--- config.mk ---
export PLATFORM = sky130hd
export DESIGN_NAME = fdd_drive_status
export DESIGN_NICKNAME = d
export VERILOG_FILES = /design/src/rtl/fdd_pkg.sv /design/src/rtl/fdd_bus_sync.sv /design/src/rtl/fdd_drive_status.sv
export SDC_FILE = /design/constraint.sdc
export NUM_CORES = 1
export LEC_CHECK = 0
export ABC_CLOCK_PERIOD_IN_PS = 2400
export CAP_MARGIN = 20
export CORE_MARGIN = 2
export CORE_UTILIZATION = 30
export DETAILED_ROUTE_END_ITERATION = 6
export SETUP_SLACK_MARGIN = 0.1
export SLEW_MARGIN = 20
export SYNTH_ARGS = -nofsm -noshare
export SYNTH_HDL_FRONTEND = slang
export SYNTH_SLANG_ARGS = --single-unit
--- constraint.sdc ---
create_clock -name clk -period 2.4 [get_ports clk]
set_clock_uncertainty 0.05 [all_clocks]
set_input_delay 0.48 -clock clk [delete_from_list [all_inputs] [get_ports clk]]
set_output_delay 0.48 -clock clk [all_outputs]
set_load 0.03 [all_outputs]
--- src/rtl/fdd_pkg.sv ---
// Shared constants and helpers for the floppy drive status emulation.
package fdd_pkg;

  // Default head-track geometry (80-track drive).
  localparam int TRACK_W_DEF   = 7;
  localparam int MAX_TRACK_DEF = 79;

  // Floppy bus lines are open-collector, active-low.
  localparam logic BUS_ACTIVE = 1'b0;
  localparam logic BUS_IDLE   = 1'b1;

  // Converts a duration in microseconds to clock cycles using 32-bit integer math.
  function automatic int unsigned us_to_cycles(input int unsigned clk_hz, input int unsigned us);
    return (clk_hz / 32'd1000000) * us;
  endfunction

endpackage

--- src/rtl/fdd_bus_sync.sv ---
// Two-flop synchroniser for one asynchronous floppy bus line, with an
// optional falling-edge detector on the synchronised value.
module fdd_bus_sync #(
  parameter bit EDGE_EN = 1'b1
) (
  input  logic clk,
  input  logic rst_n,
  input  logic i_async,
  output logic o_sync,
  output logic o_fall
);

  logic r_meta;
  logic r_sync;

  // Bus lines idle high, so the synchroniser resets to the released level.
  always_ff @(posedge clk) begin
    if (!rst_n) begin
      r_meta <= 1'b1;
      r_sync <= 1'b1;
    end else begin
      r_meta <= i_async;
      r_sync <= r_meta;
    end
  end

  assign o_sync = r_sync;

  generate
    if (EDGE_EN) begin : g_edge
      logic r_prev;

      // Delayed copy of the synchronised line for the 1->0 detector.
      always_ff @(posedge clk) begin
        if (!rst_n) begin
          r_prev <= 1'b1;
        end else begin
          r_prev <= r_sync;
        end
      end

      assign o_fall = r_prev & ~r_sync;
    end else begin : g_no_edge
      assign o_fall = 1'b0;
    end
  endgenerate

endmodule

--- src/rtl/fdd_drive_status.sv ---
// Floppy drive mechanics emulation: head track register, synthetic index
// pulse, and the four bus status outputs (index, track 00, write protect,
// disk change). Define DSK_CHG_EN to build the disk-change latch; without it
// dsk_chg_n is tied released so an external jumper can report READY.
module fdd_drive_status
  import fdd_pkg::*;
#(
  parameter int CLK_HZ        = 12000000,
  parameter int ROT_PERIOD_US = 200000,
  parameter int INDEX_US      = 4000,
  parameter int MAX_TRACK     = MAX_TRACK_DEF,
  parameter int TRACK_W       = TRACK_W_DEF
) (
  input  logic               clk,
  input  logic               rst_n,
  input  logic               drive_sel_n,
  input  logic               motor_on_n,
  input  logic               dir_n,
  input  logic               step_n,
  input  logic               disk_in,
  input  logic               wp_in,
  output logic               index_n,
  output logic               track0_n,
  output logic               wr_protect_n,
  output logic               dsk_chg_n,
  output logic [TRACK_W-1:0] track,
  output logic               rev_strobe
);

  localparam int unsigned ROT_CYC = us_to_cycles(CLK_HZ, ROT_PERIOD_US);
  localparam int unsigned IDX_CYC = us_to_cycles(CLK_HZ, INDEX_US);
  localparam int          CNT_W   = $clog2(ROT_CYC);
  localparam logic [CNT_W-1:0]   CNT_LAST = CNT_W'(ROT_CYC - 1);
  localparam logic [TRACK_W-1:0] TRK_MAX  = TRACK_W'(MAX_TRACK);

  logic w_sel_n_s, w_motor_n_s, w_dir_n_s, w_step_n_s;
  logic w_step_fall, w_sel_fall, w_motor_fall, w_dir_fall;
  logic w_unused_falls;
  logic w_sel, w_spin, w_step_evt, w_step_in, w_idx_raw;

  logic [TRACK_W-1:0] r_track;
  logic [CNT_W-1:0]   r_cnt;
  logic               r_rev_strobe;
  logic               r_index_n, r_track0_n, r_wr_protect_n;

  fdd_bus_sync #(.EDGE_EN(1'b1)) u_sync_step (
    .clk(clk), .rst_n(rst_n), .i_async(step_n), .o_sync(w_step_n_s), .o_fall(w_step_fall)
  );
  fdd_bus_sync #(.EDGE_EN(1'b0)) u_sync_sel (
    .clk(clk), .rst_n(rst_n), .i_async(drive_sel_n), .o_sync(w_sel_n_s), .o_fall(w_sel_fall)
  );
  fdd_bus_sync #(.EDGE_EN(1'b0)) u_sync_motor (
    .clk(clk), .rst_n(rst_n), .i_async(motor_on_n), .o_sync(w_motor_n_s), .o_fall(w_motor_fall)
  );
  fdd_bus_sync #(.EDGE_EN(1'b0)) u_sync_dir (
    .clk(clk), .rst_n(rst_n), .i_async(dir_n), .o_sync(w_dir_n_s), .o_fall(w_dir_fall)
  );

  // Only the step line needs its edge; the level of step_n itself is not used.
  assign w_unused_falls = &{1'b0, w_sel_fall, w_motor_fall, w_dir_fall, w_step_n_s};

  assign w_sel      = ~w_sel_n_s;
  assign w_spin     = ~w_motor_n_s & disk_in;
  assign w_step_evt = w_step_fall & w_sel;
  assign w_step_in  = ~w_dir_n_s;
  assign w_idx_raw  = w_spin & (32'(r_cnt) < IDX_CYC);

  // Head position: one track per step event, clamped at both ends.
  always_ff @(posedge clk) begin
    if (!rst_n) begin
      r_track <= '0;
    end else if (w_step_evt) begin
      if (w_step_in) begin
        if (r_track < TRK_MAX) r_track <= r_track + TRACK_W'(1);
      end else if (r_track != '0) begin
        r_track <= r_track - TRACK_W'(1);
      end
    end
  end

  // Rotation phase counter; frozen while not spinning, strobes on each wrap.
  always_ff @(posedge clk) begin
    if (!rst_n) begin
      r_cnt        <= '0;
      r_rev_strobe <= 1'b0;
    end else if (w_spin) begin
      if (r_cnt == CNT_LAST) begin
        r_cnt        <= '0;
        r_rev_strobe <= 1'b1;
      end else begin
        r_cnt        <= r_cnt + CNT_W'(1);
        r_rev_strobe <= 1'b0;
      end
    end else begin
      r_rev_strobe <= 1'b0;
    end
  end

  // Registered bus drivers: driven while selected, released otherwise.
  always_ff @(posedge clk) begin
    if (!rst_n) begin
      r_index_n      <= BUS_IDLE;
      r_track0_n     <= BUS_IDLE;
      r_wr_protect_n <= BUS_IDLE;
    end else if (w_sel) begin
      r_index_n      <= w_idx_raw ? BUS_ACTIVE : BUS_IDLE;
      r_track0_n     <= (r_track == '0) ? BUS_ACTIVE : BUS_IDLE;
      r_wr_protect_n <= (wp_in | ~disk_in) ? BUS_ACTIVE : BUS_IDLE;
    end else begin
      r_index_n      <= BUS_IDLE;
      r_track0_n     <= BUS_IDLE;
      r_wr_protect_n <= BUS_IDLE;
    end
  end

`ifdef DSK_CHG_EN
  logic r_disk_d;
  logic r_chg;
  logic r_dsk_chg_n;

  // Disk-change latch: set on eject (wins), cleared by a step with a disk present.
  always_ff @(posedge clk) begin
    if (!rst_n) begin
      r_disk_d <= 1'b0;
      r_chg    <= 1'b1;
    end else begin
      r_disk_d <= disk_in;
      if (r_disk_d & ~disk_in) begin
        r_chg <= 1'b1;
      end else if (w_step_evt & disk_in) begin
        r_chg <= 1'b0;
      end
    end
  end

  // Disk-change bus driver, released while deselected.
  always_ff @(posedge clk) begin
    if (!rst_n) begin
      r_dsk_chg_n <= BUS_ACTIVE;
    end else if (w_sel) begin
      r_dsk_chg_n <= r_chg ? BUS_ACTIVE : BUS_IDLE;
    end else begin
      r_dsk_chg_n <= BUS_IDLE;
    end
  end

  assign dsk_chg_n = r_dsk_chg_n;
`else
  assign dsk_chg_n = BUS_IDLE;
`endif

  assign index_n      = r_index_n;
  assign track0_n     = r_track0_n;
  assign wr_protect_n = r_wr_protect_n;
  assign track        = r_track;
  assign rev_strobe   = r_rev_strobe;

endmodule

==> flow_results.org <==
** Outcome
- The flow ran to the end, and the final reports show no timing, DRC or antenna violations.

** Synthesis
- Yosys printed 0 warnings.
- Count leader, synth :: sky130_fd_sc_hd__dfxtp_1
- Summing every instance area after synthesis gives around 2000 sq um.
- After synthesis, the largest area contributor takes up 42.5% of total cell area.
- Among all flip-flop cells after synthesis, the most frequent one is sky130_fd_sc_hd__dfxtp_1.
- Number of enable flip-flop cells after synthesis :: 0
- Instance count of the mapped netlist :: 215
- Register bit total from synthesis :: between 40 and 50
- In this run, distinct cell masters in the synthesized netlist total 45.
- Sorting the synthesized cells by area gives the leading types as sky130_fd_sc_hd__dfxtp_1 (43%), sky130_fd_sc_hd__xor2_1 (7.1%), sky130_fd_sc_hd__nor2_1 (7.0%).
- Top post-synthesis cells by count :: sky130_fd_sc_hd__dfxtp_1 (42), sky130_fd_sc_hd__nor2_1 (37), sky130_fd_sc_hd__xor2_1 (16)
- Fraction of the yosys area taken by sequential cells :: 42.5%
- Avg Synthesized Cell Area :: between 9 and 10 sq um
- Top cell type by total area after synthesis :: sky130_fd_sc_hd__dfxtp_1
- Post-Synthesis Net Count :: 230
- Asr flop ratio synth :: 0%

** STA
- For the pin with the worst max-slew slack, the measured transition is 0.506 ns.
- Hold is met by 0.361 ns.
- The routed design could run at a clock period as short as 1.97 ns.
- The count of final max-slew check failures was 0.
- Setup total negative slack on the finished layout was measured at 0 ns.
- The number of endpoints with negative hold slack in the final report came to 0.
- Maximum clock frequency :: between 500 and 600 MHz
- Headroom to the max-slew limit came out at 66.1%.
- Setup repair after global routing left no endpoint under its margin.
- In the finished design, the share of the clock period the worst path needs comes to 81.9%.
- Setup violations, final :: 0

** Worst setup path
- Together, buffers and inverters on the worst path number 1.
- In this run the number of cells on the critical path is 1.
- Critical Path Source Type :: flop
- Cells traversed along the worst timing path :: clkdlybuf4s50_1
- Max stage delay cell, worst path :: sky130_fd_sc_hd__clkdlybuf4s50_1
- The worst setup path is captured at an output port.
- Among cell families on the critical path, the largest total delay comes from buffers and inverters.
- Max stage delay on crit path :: 0.71 ns
- Type of the setup path with the least slack :: reg -> out
- Highest fanout seen on the critical path :: 5
- At the worst endpoint, the required time is 1.87 ns.
- Number of cells on the worst reg-to-reg path :: 7
- Signal arrival time at the worst endpoint :: about 1.4 ns

** Die
- Die H :: 85.2 microns
- Initial cell density of the core :: a little under a third
- Standard-cell rows :: 29
- The floorplan step defined a die boundary enclosing 7260 sq um.
- From left edge to right edge, the die measures 85.2 microns.
- 20 I/O pins were placed.
- The core region is 6350 sq um.

** Finish
- Final Instance Area :: between 2000 and 2500 sq um
- Fraction of layout cells with a size suffix above 1 :: 9.09%
- Final nets :: 256
- 0 antenna diodes ended up in the layout.
- Relative to the synthesized area, the layout overhead comes to 19.0%.

** Global route
- Entering global routing, the biggest net connects 14 pins.
- Global routing used between 10% and 20% of the available tracks across all layers.
- Initial antenna violation count :: 0
- Leftover overflow at the end of global routing :: 0
- Wire length of the first global-routing pass :: 6560 microns
- The via count of the first global-routing pass is roughly 1,400.

** Worst hold path
- Counting instances, the worst hold path has a depth of 1.
- HP Class :: reg -> reg

** Routing
- Detailed-route wire length per cell :: ~12 microns
- Post-detailed-routing wire length :: 3930 microns
- Count of vias placed by the detailed router :: approximately 1,500
- DRC violation total after the first TritonRoute iteration :: 66
- Dividing the detail-routed via count by the number of cells gives 4.79.
- Once detail routing completed, the nets flagged for antenna violations numbered 0.
- After detailed routing, the number of remaining DRC violations is 0.
- The pre-antenna-repair detailed-routing pass consisted of 4 iterations.

** Clock network
- After clock tree synthesis, the clock-pin slew on the worst setup and hold paths is about 0.070 ns.
- Hold repair after CTS inserted 0 buffers.
- The clock drives 42 sinks.
- Post-CTS Resized :: 0
- The root buffer cell chosen for the clock tree is sky130_fd_sc_hd__clkbuf_8.
- The later pin in the worst-skew pair is clocked with a latency of approximately 0.29 ns.
- CTS built an H-tree with a depth of 2.
- TritonCTS built the clock tree.
- Counting along the longest clock path gives a buffer depth of 2.
- Post-CTS setup-driven buffer insertion count :: 0
- Total clock buffers created by CTS :: 5

** Place
- Post-DP Area :: 2260 sq um
- Detailed placement ended at an HPWL of 2830 microns.
- Gpl congestion :: 0.792
- In this run the tool buffered the top-level ports with 18 buffer cells.

** Power and ir drop
- Leakage power summed over all cells :: ~0.88 nW
- Total power consumption of the routed design :: approximately 1.2 mW
- Peak supply drop :: 0.000263 V
- Dividing total power by cell area gives a power density of 527 nW/um^2.

** Flow run
- Across the run, the number of max-cap violations was 0.
==> per-stage QoR <==
| step | cells | util [%] | setup WS (ns) |
|---|---|---|---|
| global route | 319 | 37.1 | 0.283 |
| CTS | 319 | 37.1 | 0.413 |
| global placement | 311 | 35.6 | 0.318 |
| finish | 319 | 37.1 | 0.434 |
| detailed placement | 311 | 35.6 | 0.273 |
| floorplan | 215 | - | 0.410 |
==> flip-flops by register name, indices dropped and copies added (netlist names) <==
register and count:
r_cnt 22, track 7, index_n 1, rev_strobe 1, track0_n 1, u_sync_dir.o_sync 1
u_sync_dir.r_meta 1, u_sync_motor.o_sync 1, u_sync_motor.r_meta 1, u_sync_sel.o_sync 1, u_sync_sel.r_meta 1, u_sync_step.g_edge.r_prev 1
u_sync_step.o_sync 1, u_sync_step.r_meta 1, wr_protect_n 1
==> report_power, final <==
group	internal [mW]	switching [mW]
combinational	0.0319	0.0350
clock	0.232	0.233
sequential	0.705	0.00479
total	0.969	0.272
==> placed cells by master, fill, tap and decap left out, drive strengths merged, types with 6 or more instances in the layout <==
| master | count |
|---|---|
| nor3 | 8 |
| nand2b | 11 |
| nand3 | 12 |
| clkbuf | 7 |
| inv | 7 |
| nand4 | 8 |
| nand2 | 10 |
| buf | 6 |
| xnor2 | 7 |
| xor2 | 16 |
| clkdlybuf4s50 | 18 |
| dfxtp | 42 |
| mux2i | 6 |
| nor2 | 37 |
| ha | 6 |
==> final timing paths <==
kind	from	end	slack, ns
setup / recovery	track[5]	track[5]	0.43
hold / removal	u_sync_motor.r_meta	u_sync_motor.o_sync	0.36
setup reg to reg	track[0]	track[6]	0.45
hold reg to reg	u_sync_motor.r_meta	u_sync_motor.o_sync	0.36
==> cell type report <==
| type | instances | area (sq um) |
|---|---|---|
| fill | 643 | 4000 |
| multi-input combinational | 161 | 1070 |
| sequential | 42 | 841 |
| timing repair buffer | 24 | 225 |
| tap | 77 | 96.3 |
| clock buffer | 7 | 86.3 |
| inverter | 7 | 26.3 |
| clock inverter | 1 | 5.00 |
==> per-layer routing <==
| layer | part of all wire (%) | vias to the layer above | track usage, % |
|---|---|---|---|
| li1 | - | 793 | - |
| met1 | 51 | 697 | 15.1 |
| met2 | 43 | 30 | 16.8 |
| met3 | 3.9 | 8 | 3.02 |
| met4 | 2.6 | 0 | 5.92 |
| met5 | 0 | - | 0 |
==> kinds of logic after synthesis <==
logic type / after synthesis / synth area share [%]
compound gates: 20 / 7.59
xor+xnor: 23 / 10.2
fa+ha+maj: 7 / 4.81
buf+inv: 12 / 3.23
flops: 42 / 42.5
mux: 6 / 3.04
other cells: 1 / 0.190
simple gates: 104 / 28.5
(Power assumes the default switching activity.)
